**config.mk**
```make
export PLATFORM = sky130hd
export DESIGN_NAME = gray_fifo_rd_ctrl
export DESIGN_NICKNAME = d
export VERILOG_FILES = /design/src/rtl/gray_fifo_rd_ctrl.sv
export SDC_FILE = /design/constraint.sdc
export NUM_CORES = 1
export LEC_CHECK = 0
export CAP_MARGIN = 20
export CORE_MARGIN = 5
export CORE_UTILIZATION = 35
export CTS_BUF_LIST = sky130_fd_sc_hd__clkbuf_4 sky130_fd_sc_hd__clkbuf_8
export DETAILED_ROUTE_END_ITERATION = 8
export HOLD_SLACK_MARGIN = 0.15
export PLACE_DENSITY = 0.61
export SYNTH_ARGS = -nofsm -noshare
export SYNTH_HDL_FRONTEND = slang
export SYNTH_SLANG_ARGS = --single-unit
```
**constraint.sdc**
```tcl
create_clock -name clk -period 3.5 [get_ports clk]
set_input_delay 0.7 -clock clk [delete_from_list [all_inputs] [get_ports clk]]
set_output_delay 0.7 -clock clk [all_outputs]
set_load 0.02 [all_outputs]
```
**src/rtl/gray_fifo_rd_ctrl.sv**
```systemverilog
// -----------------------------------------------------------------------------
// gray_fifo_rd_ctrl
//
// Read-side pointer controller for a dual-clock FIFO. The write pointer arrives
// from the write clock domain in Gray code. It is synchronized into clk and
// decoded to binary. The block keeps the local binary and Gray read pointers.
// From these it produces the RAM read strobe and address, the registered
// empty and almost-empty flags, and the fill level.
//
// Optional feature: define GRAY_CHECK_EN to build the synchronized-pointer
// sanity check that drives gray_err. Without the macro, gray_err is tied to 0.
//
// Parameters
//   ADDR_WIDTH   RAM address width; depth = 2**ADDR_WIDTH; pointers are
//                ADDR_WIDTH+1 bits wide.
//   SYNC_STAGES  Number of flops in the wptr_gray synchronizer (2..4).
//   AE_THRESH    almost_empty asserts when level <= AE_THRESH.
//
// Ports
//   clk           in   read-domain clock
//   rst_n         in   synchronous, active-low reset
//   wptr_gray     in   write pointer, Gray coded, asynchronous to clk
//   rd_req        in   consumer read request
//   rd_en         out  accepted read (rd_req & ~empty), RAM read strobe
//   raddr         out  RAM read address (low bits of the binary read pointer)
//   rptr_gray     out  registered Gray read pointer, sent to the write domain
//   empty         out  registered empty flag
//   almost_empty  out  registered, level <= AE_THRESH
//   level         out  registered fill count, 0..2**ADDR_WIDTH
//   gray_err      out  sticky synchronized-pointer error
// -----------------------------------------------------------------------------
module gray_fifo_rd_ctrl #(
  parameter int ADDR_WIDTH  = 3,
  parameter int SYNC_STAGES = 2,
  parameter int AE_THRESH   = 1
) (
  input  logic                  clk,
  input  logic                  rst_n,
  input  logic [ADDR_WIDTH:0]   wptr_gray,
  input  logic                  rd_req,
  output logic                  rd_en,
  output logic [ADDR_WIDTH-1:0] raddr,
  output logic [ADDR_WIDTH:0]   rptr_gray,
  output logic                  empty,
  output logic                  almost_empty,
  output logic [ADDR_WIDTH:0]   level,
  output logic                  gray_err
);

  localparam int PW = ADDR_WIDTH + 1;
  localparam logic [PW-1:0] AE_LVL = PW'(AE_THRESH);
  localparam logic [PW-1:0] DEPTH  = {1'b1, {ADDR_WIDTH{1'b0}}};

  // Gray to binary: bit i is the XOR of Gray bits i..MSB.
  function automatic logic [PW-1:0] gray2bin(input logic [PW-1:0] g);
    logic [PW-1:0] b;
    b[PW-1] = g[PW-1];
    for (int i = PW - 2; i >= 0; i--) begin
      b[i] = b[i+1] ^ g[i];
    end
    return b;
  endfunction

  function automatic logic [PW-1:0] bin2gray(input logic [PW-1:0] b);
    return b ^ (b >> 1);
  endfunction

  // Synchronizer chain, stage 0 samples the asynchronous input.
  logic [SYNC_STAGES-1:0][PW-1:0] sync_q;

  logic [PW-1:0] rptr_bin_q, rptr_bin_d;
  logic [PW-1:0] rptr_gray_q, rptr_gray_d;
  logic [PW-1:0] level_q, level_d;
  logic          empty_q, empty_d;
  logic          ae_q, ae_d;

  logic [PW-1:0] wq_gray;
  logic [PW-1:0] wq_bin;

  assign wq_gray = sync_q[SYNC_STAGES-1];
  assign wq_bin  = gray2bin(wq_gray);

  // Reads are refused while empty (underflow protection) and during reset.
  assign rd_en = rd_req & ~empty_q & rst_n;

  always_comb begin
    rptr_bin_d  = rptr_bin_q + {{ADDR_WIDTH{1'b0}}, rd_en};
    rptr_gray_d = bin2gray(rptr_bin_d);
    // The extra pointer MSB keeps this subtraction correct across wrap.
    level_d     = wq_bin - rptr_bin_d;
    empty_d     = (level_d == '0);
    ae_d        = (level_d <= AE_LVL);
  end

  always_ff @(posedge clk) begin
    if (!rst_n) begin
      sync_q      <= '0;
      rptr_bin_q  <= '0;
      rptr_gray_q <= '0;
      level_q     <= '0;
      empty_q     <= 1'b1;
      ae_q        <= 1'b1;
    end else begin
      sync_q      <= {sync_q[SYNC_STAGES-2:0], wptr_gray};
      rptr_bin_q  <= rptr_bin_d;
      rptr_gray_q <= rptr_gray_d;
      level_q     <= level_d;
      empty_q     <= empty_d;
      ae_q        <= ae_d;
    end
  end

  assign raddr        = rptr_bin_q[ADDR_WIDTH-1:0];
  assign rptr_gray    = rptr_gray_q;
  assign level        = level_q;
  assign empty        = empty_q;
  assign almost_empty = ae_q;

`ifdef GRAY_CHECK_EN
  logic [PW-1:0] wq_prev_q;
  logic          err_q;
  logic [PW-1:0] wq_diff;
  logic [PW-1:0] wq_span;
  logic          err_hit;

  // A legal synchronized Gray pointer moves by at most one bit per cycle and
  // can never be more than one FIFO depth ahead of the read pointer.
  always_comb begin
    wq_diff = wq_prev_q ^ wq_gray;
    wq_span = wq_bin - rptr_bin_q;
    err_hit = ((wq_diff & (wq_diff - 1'b1)) != '0) | (wq_span > DEPTH);
  end

  always_ff @(posedge clk) begin
    if (!rst_n) begin
      wq_prev_q <= '0;
      err_q     <= 1'b0;
    end else begin
      wq_prev_q <= wq_gray;
      err_q     <= err_q | err_hit;
    end
  end

  assign gray_err = err_q;
`else
  assign gray_err = 1'b0;
`endif

endmodule
```
==> flow_metrics.env <==
export IMPL_status="finished clean"
export IMPL_drt_pass1_iterations=2
export IMPL_finish_utilization=0.4767
export IMPL_ys_warnings_count=0
export IMPL_top_level_ports=22
export IMPL_dominant_combinational_cell_family_by_area_after_synthesis="simple AND/OR/NAND/NOR gates"
export IMPL_antenna_left=0
export IMPL_hold_ws_ns=0.4468
export IMPL_final_critical_path_setup_slack_ns=0.4020
export IMPL_setup_reg_to_reg_worst_slack_ns=0.88
export IMPL_hold_fix_buffers_cts=0
export IMPL_arrival_ns=3.31
export IMPL_use_met1=0.09762
export IMPL_switching_share=0.2678
export IMPL_cell_mode_on_critical_path="sky130_fd_sc_hd__ha_1"
export IMPL_io_buffer_count=20
export IMPL_total_power_mw=0.5153
export IMPL_fmax_ghz=0.3228
export IMPL_min_path_type="register to register"
export IMPL_part_of_the_cycle_the_worst_path_needs=0.8851
export IMPL_synthToLayoutAreaGrowth_pct=27.45
export IMPL_ys_types=29
export IMPL_postSynthRegisterBits=21
export IMPL_r2r_end="empty"
export IMPL_cell_area_after_synthesis_sq_um=943.4
export IMPL_rr_startpoint="empty"
export IMPL_fp_coreArea_sq_um=2522
export IMPL_hold_start="sync_q[3]"
export IMPL_gr_layer_usage_met2=0.1420
export IMPL_width_of_the_die_um=61.92
export IMPL_synth_avg_cell_area_sq_um=10.97
export IMPL_wirelength_um=1464
export IMPL_dr_first_iter_drc_count=2
export IMPL_worst_endpoint_required_ns=3.71
export IMPL_worst_hold_path_endpoint="wq_gray[3]"
export IMPL_synthArstFlopShare=0
export IMPL_clock_power_share=0.236
export IMPL_antenna_cells=0
export IMPL_yosys_top_cells_count="21 x sky130_fd_sc_hd__dfxtp_1, 16 x sky130_fd_sc_hd__and2_1, 8 x sky130_fd_sc_hd__xor2_1, 5 x sky130_fd_sc_hd__ha_1, 4 x sky130_fd_sc_hd__xnor2_1"
export IMPL_routed_via_count=622
export IMPL_detailedPlace_worstSlack_ns=0.05031
export IMPL_maximum_number_of_pins_on_one_net_before_global_route_repair=22
export IMPL_postSynthNetCount=98
export IMPL_crit_path_max_fanout=4
export IMPL_cts_buffers=3
export IMPL_pwr_share_comb=0.253
export IMPL_number_of_h_tree_levels=1
export IMPL_synth_largest_area_cell="sky130_fd_sc_hd__dfxtp_1"
export IMPL_holdPathStages=1
export IMPL_groute_layer_met3_usage=0.03512
export IMPL_crit_path_top_delay_cell="sky130_fd_sc_hd__clkdlybuf4s50_1"
export IMPL_final_nets=121
export IMPL_timing_max_cap_violations=0
export IMPL_final_setup_skew_ns=0.003408
export IMPL_clk_path_buf_depth=2
export IMPL_report_final_hold_viol_count=0
export IMPL_power_per_cell_area_nw_per_um2=428.6
export IMPL_drt_drc_violations_left=0
export IMPL_post_synth_fa_ha_maj_area_fraction=0.06631
export IMPL_global_route_usage_total=0.08588
export IMPL_max_vdd_ir_drop_uv=247.0
export IMPL_final_area_sq_um=1202
export IMPL_grt_setup_unrepaired="false"
export IMPL_synthDominantCellAreaShare=0.4456
export IMPL_seq_power_share=0.511
export IMPL_clock_root_buffer="sky130_fd_sc_hd__clkbuf_4"
export IMPL_clock_sink_count=21
export IMPL_cpPeakStageDelay_ns=0.41
export IMPL_post_cts_resized_instances=0
export IMPL_critical_path_endpoint_type="register"
export IMPL_crit_path_kind="input pin to register"
export IMPL_ranking_of_synthesized_cells_by_area="sky130_fd_sc_hd__dfxtp_1 45%, sky130_fd_sc_hd__and2_1 11%, sky130_fd_sc_hd__xor2_1 7.4%"
export IMPL_post_drt_via_cell_ratio=4.507
export IMPL_share_of_cell_area_taken_by_muxes_after_synthesis=0.01061
export IMPL_overflow=0
export IMPL_antenna_violations_before_repair=0
export IMPL_grt_busiest_layer="met2"
export IMPL_synth_edff_count=0
export IMPL_postPlaceCellArea_sq_um=1172
export IMPL_timing_final_setup_violations=0
export IMPL_grt_first_pass_wirelength_um=2401
export IMPL_yosys_cell_count_top_type="sky130_fd_sc_hd__dfxtp_1"
export IMPL_compound_gate_fraction_of_synth_area=0.08621
export IMPL_clock_insertion_delay_worst_skew_ns=0.30
export IMPL_postCtsSetupBuffers=0
export IMPL_share_of_cells_above_drive_strength_1=0.1111
export IMPL_rr_worst_depth=10
export IMPL_critPathLaunchType="input pin"
export IMPL_setup_worst_path_start="rst_n"
export IMPL_crit_chain="clkdlybuf4s50_1, and3b_1, ha_1, ha_1, xor2_1, inv_1, ha_1, nor3b_1, a311oi_2, a31oi_1, o41ai_2"
export IMPL_synthFlopType="sky130_fd_sc_hd__dfxtp_1"
export IMPL_starting_density=0.3740
export IMPL_post_synth_xor_area_fraction=0.1366
export IMPL_path_clk_slew_ns=0.11
export IMPL_die_area_sq_um=3833
export IMPL_post_layout_nonfiller_instances=138
export IMPL_finalSetupTns_ns=0
export IMPL_cp_top_family="adder cells"
export IMPL_post_place_cells=134
export IMPL_critical_path_buf_inv_count=2
export IMPL_timing_final_max_slew_violations=0
export IMPL_replace_congestion=0.7663
export IMPL_post_dp_hpwl_um=1151
export IMPL_yosys_area_share_simple=0.2056
export IMPL_min_period_ns=3.098
export IMPL_p_switching_mw=0.1380
export IMPL_internal_power_mw=0.3773
export IMPL_static_leakage_power_nw=0.5157
export IMPL_synth_yosys_seq_area_share=0.4456
export IMPL_clock_tree_from_tritoncts="built"
export IMPL_fp_dieH_um=61.92
export IMPL_syn_instance_count=86
export IMPL_rows=18
export IMPL_wl_per_cell_um=10.61
export IMPL_number_of_global_route_vias_before_repair=585
-- logic make-up (layout without fill, tap and decap cells) --
kind of cell / after synthesis / after routing
mux: 1 / 1
fa+ha+maj: 5 / 5
simple gates: 30 / 30
other cells: 1 / 1
flops: 21 / 21
xor+xnor: 13 / 13
compound gates: 7 / 7
buf+inv: 8 / 30
-- worst register-to-register path, delay by kind of cell, from the launching register on --
family | cells | cell delay (ns)
AO/OA/AOI/OAI | 3 | 0.79
XOR/XNOR | 1 | 0.20
adder cells (fa/ha/maj) | 3 | 0.80
buffers and inverters | 1 | 0.06
flip-flops | 1 | 0.35
AND/OR/NAND/NOR | 2 | 0.35
-- how the worst max path moves through the flow --
stage,depth (start not counted),endpoint
5_1_grt,11,empty
4_1_cts,11,empty
3_3_place_gp,11,empty
3_5_place_dp,11,empty
6_report,11,empty
2_1_floorplan,10,empty
-- power by group through the flow --
stage | registers, mW | logic (mW) | clock network [mW]
4_1_cts | 0.264 | 0.133 | 0.128
3_5_place_dp | 0.269 | 0.132 | 0
5_1_grt | 0.266 | 0.143 | 0.138
2_1_floorplan | 0.286 | 0.0695 | 0
6_report | 0.263 | 0.130 | 0.122
3_3_place_gp | 0.269 | 0.132 | 0
-- placed cells by master, fill, tap and decap left out, drive strengths merged --
cell,synthesis,routed
dfxtp,21,21
ha,5,5
a31oi,1,1
xnor3,1,1
nor3b,1,1
o21a,1,1
mux2i,1,1
nand4bb,1,1
clkbuf,2,4
buf,3,3
and4,1,1
nor2,1,1
nand2,2,2
o21bai,1,1
clkdlybuf4s50,0,20
o31ai,1,1
xnor2,4,4
and3b,2,2
nand3,2,2
inv,3,3
a311oi,1,1
conb,1,1
nand4b,1,1
xor2,8,8
o41ai,1,1
and2,16,16
nor2b,3,3
a21oi,1,1
-- flip-flops by register name, indices dropped and copies added, names as in the netlist --
name	flops
almost_empty	1
empty	1
level	4
rptr_bin_q	4
rptr_gray	3
sync_q	4
wq_gray	4
-- metal layers --
layer	share of wire	vias up
met3	0.098	4
met1	0.44	271
met5	0	-
li1	-	327
met2	0.44	20
met4	0.016	0
-- final cells by class --
cell class                      instances  area (sq um)
Sequential cell                        21         420.4
Timing Repair Buffer                   23         222.7
Multi-Input combinational cell         57         480.5
Fill cell                             247          1320
Tap cell                               30         37.54
Clock buffer                            4         30.03
Inverter                                3         11.26
(Power assumes the default switching activity.)
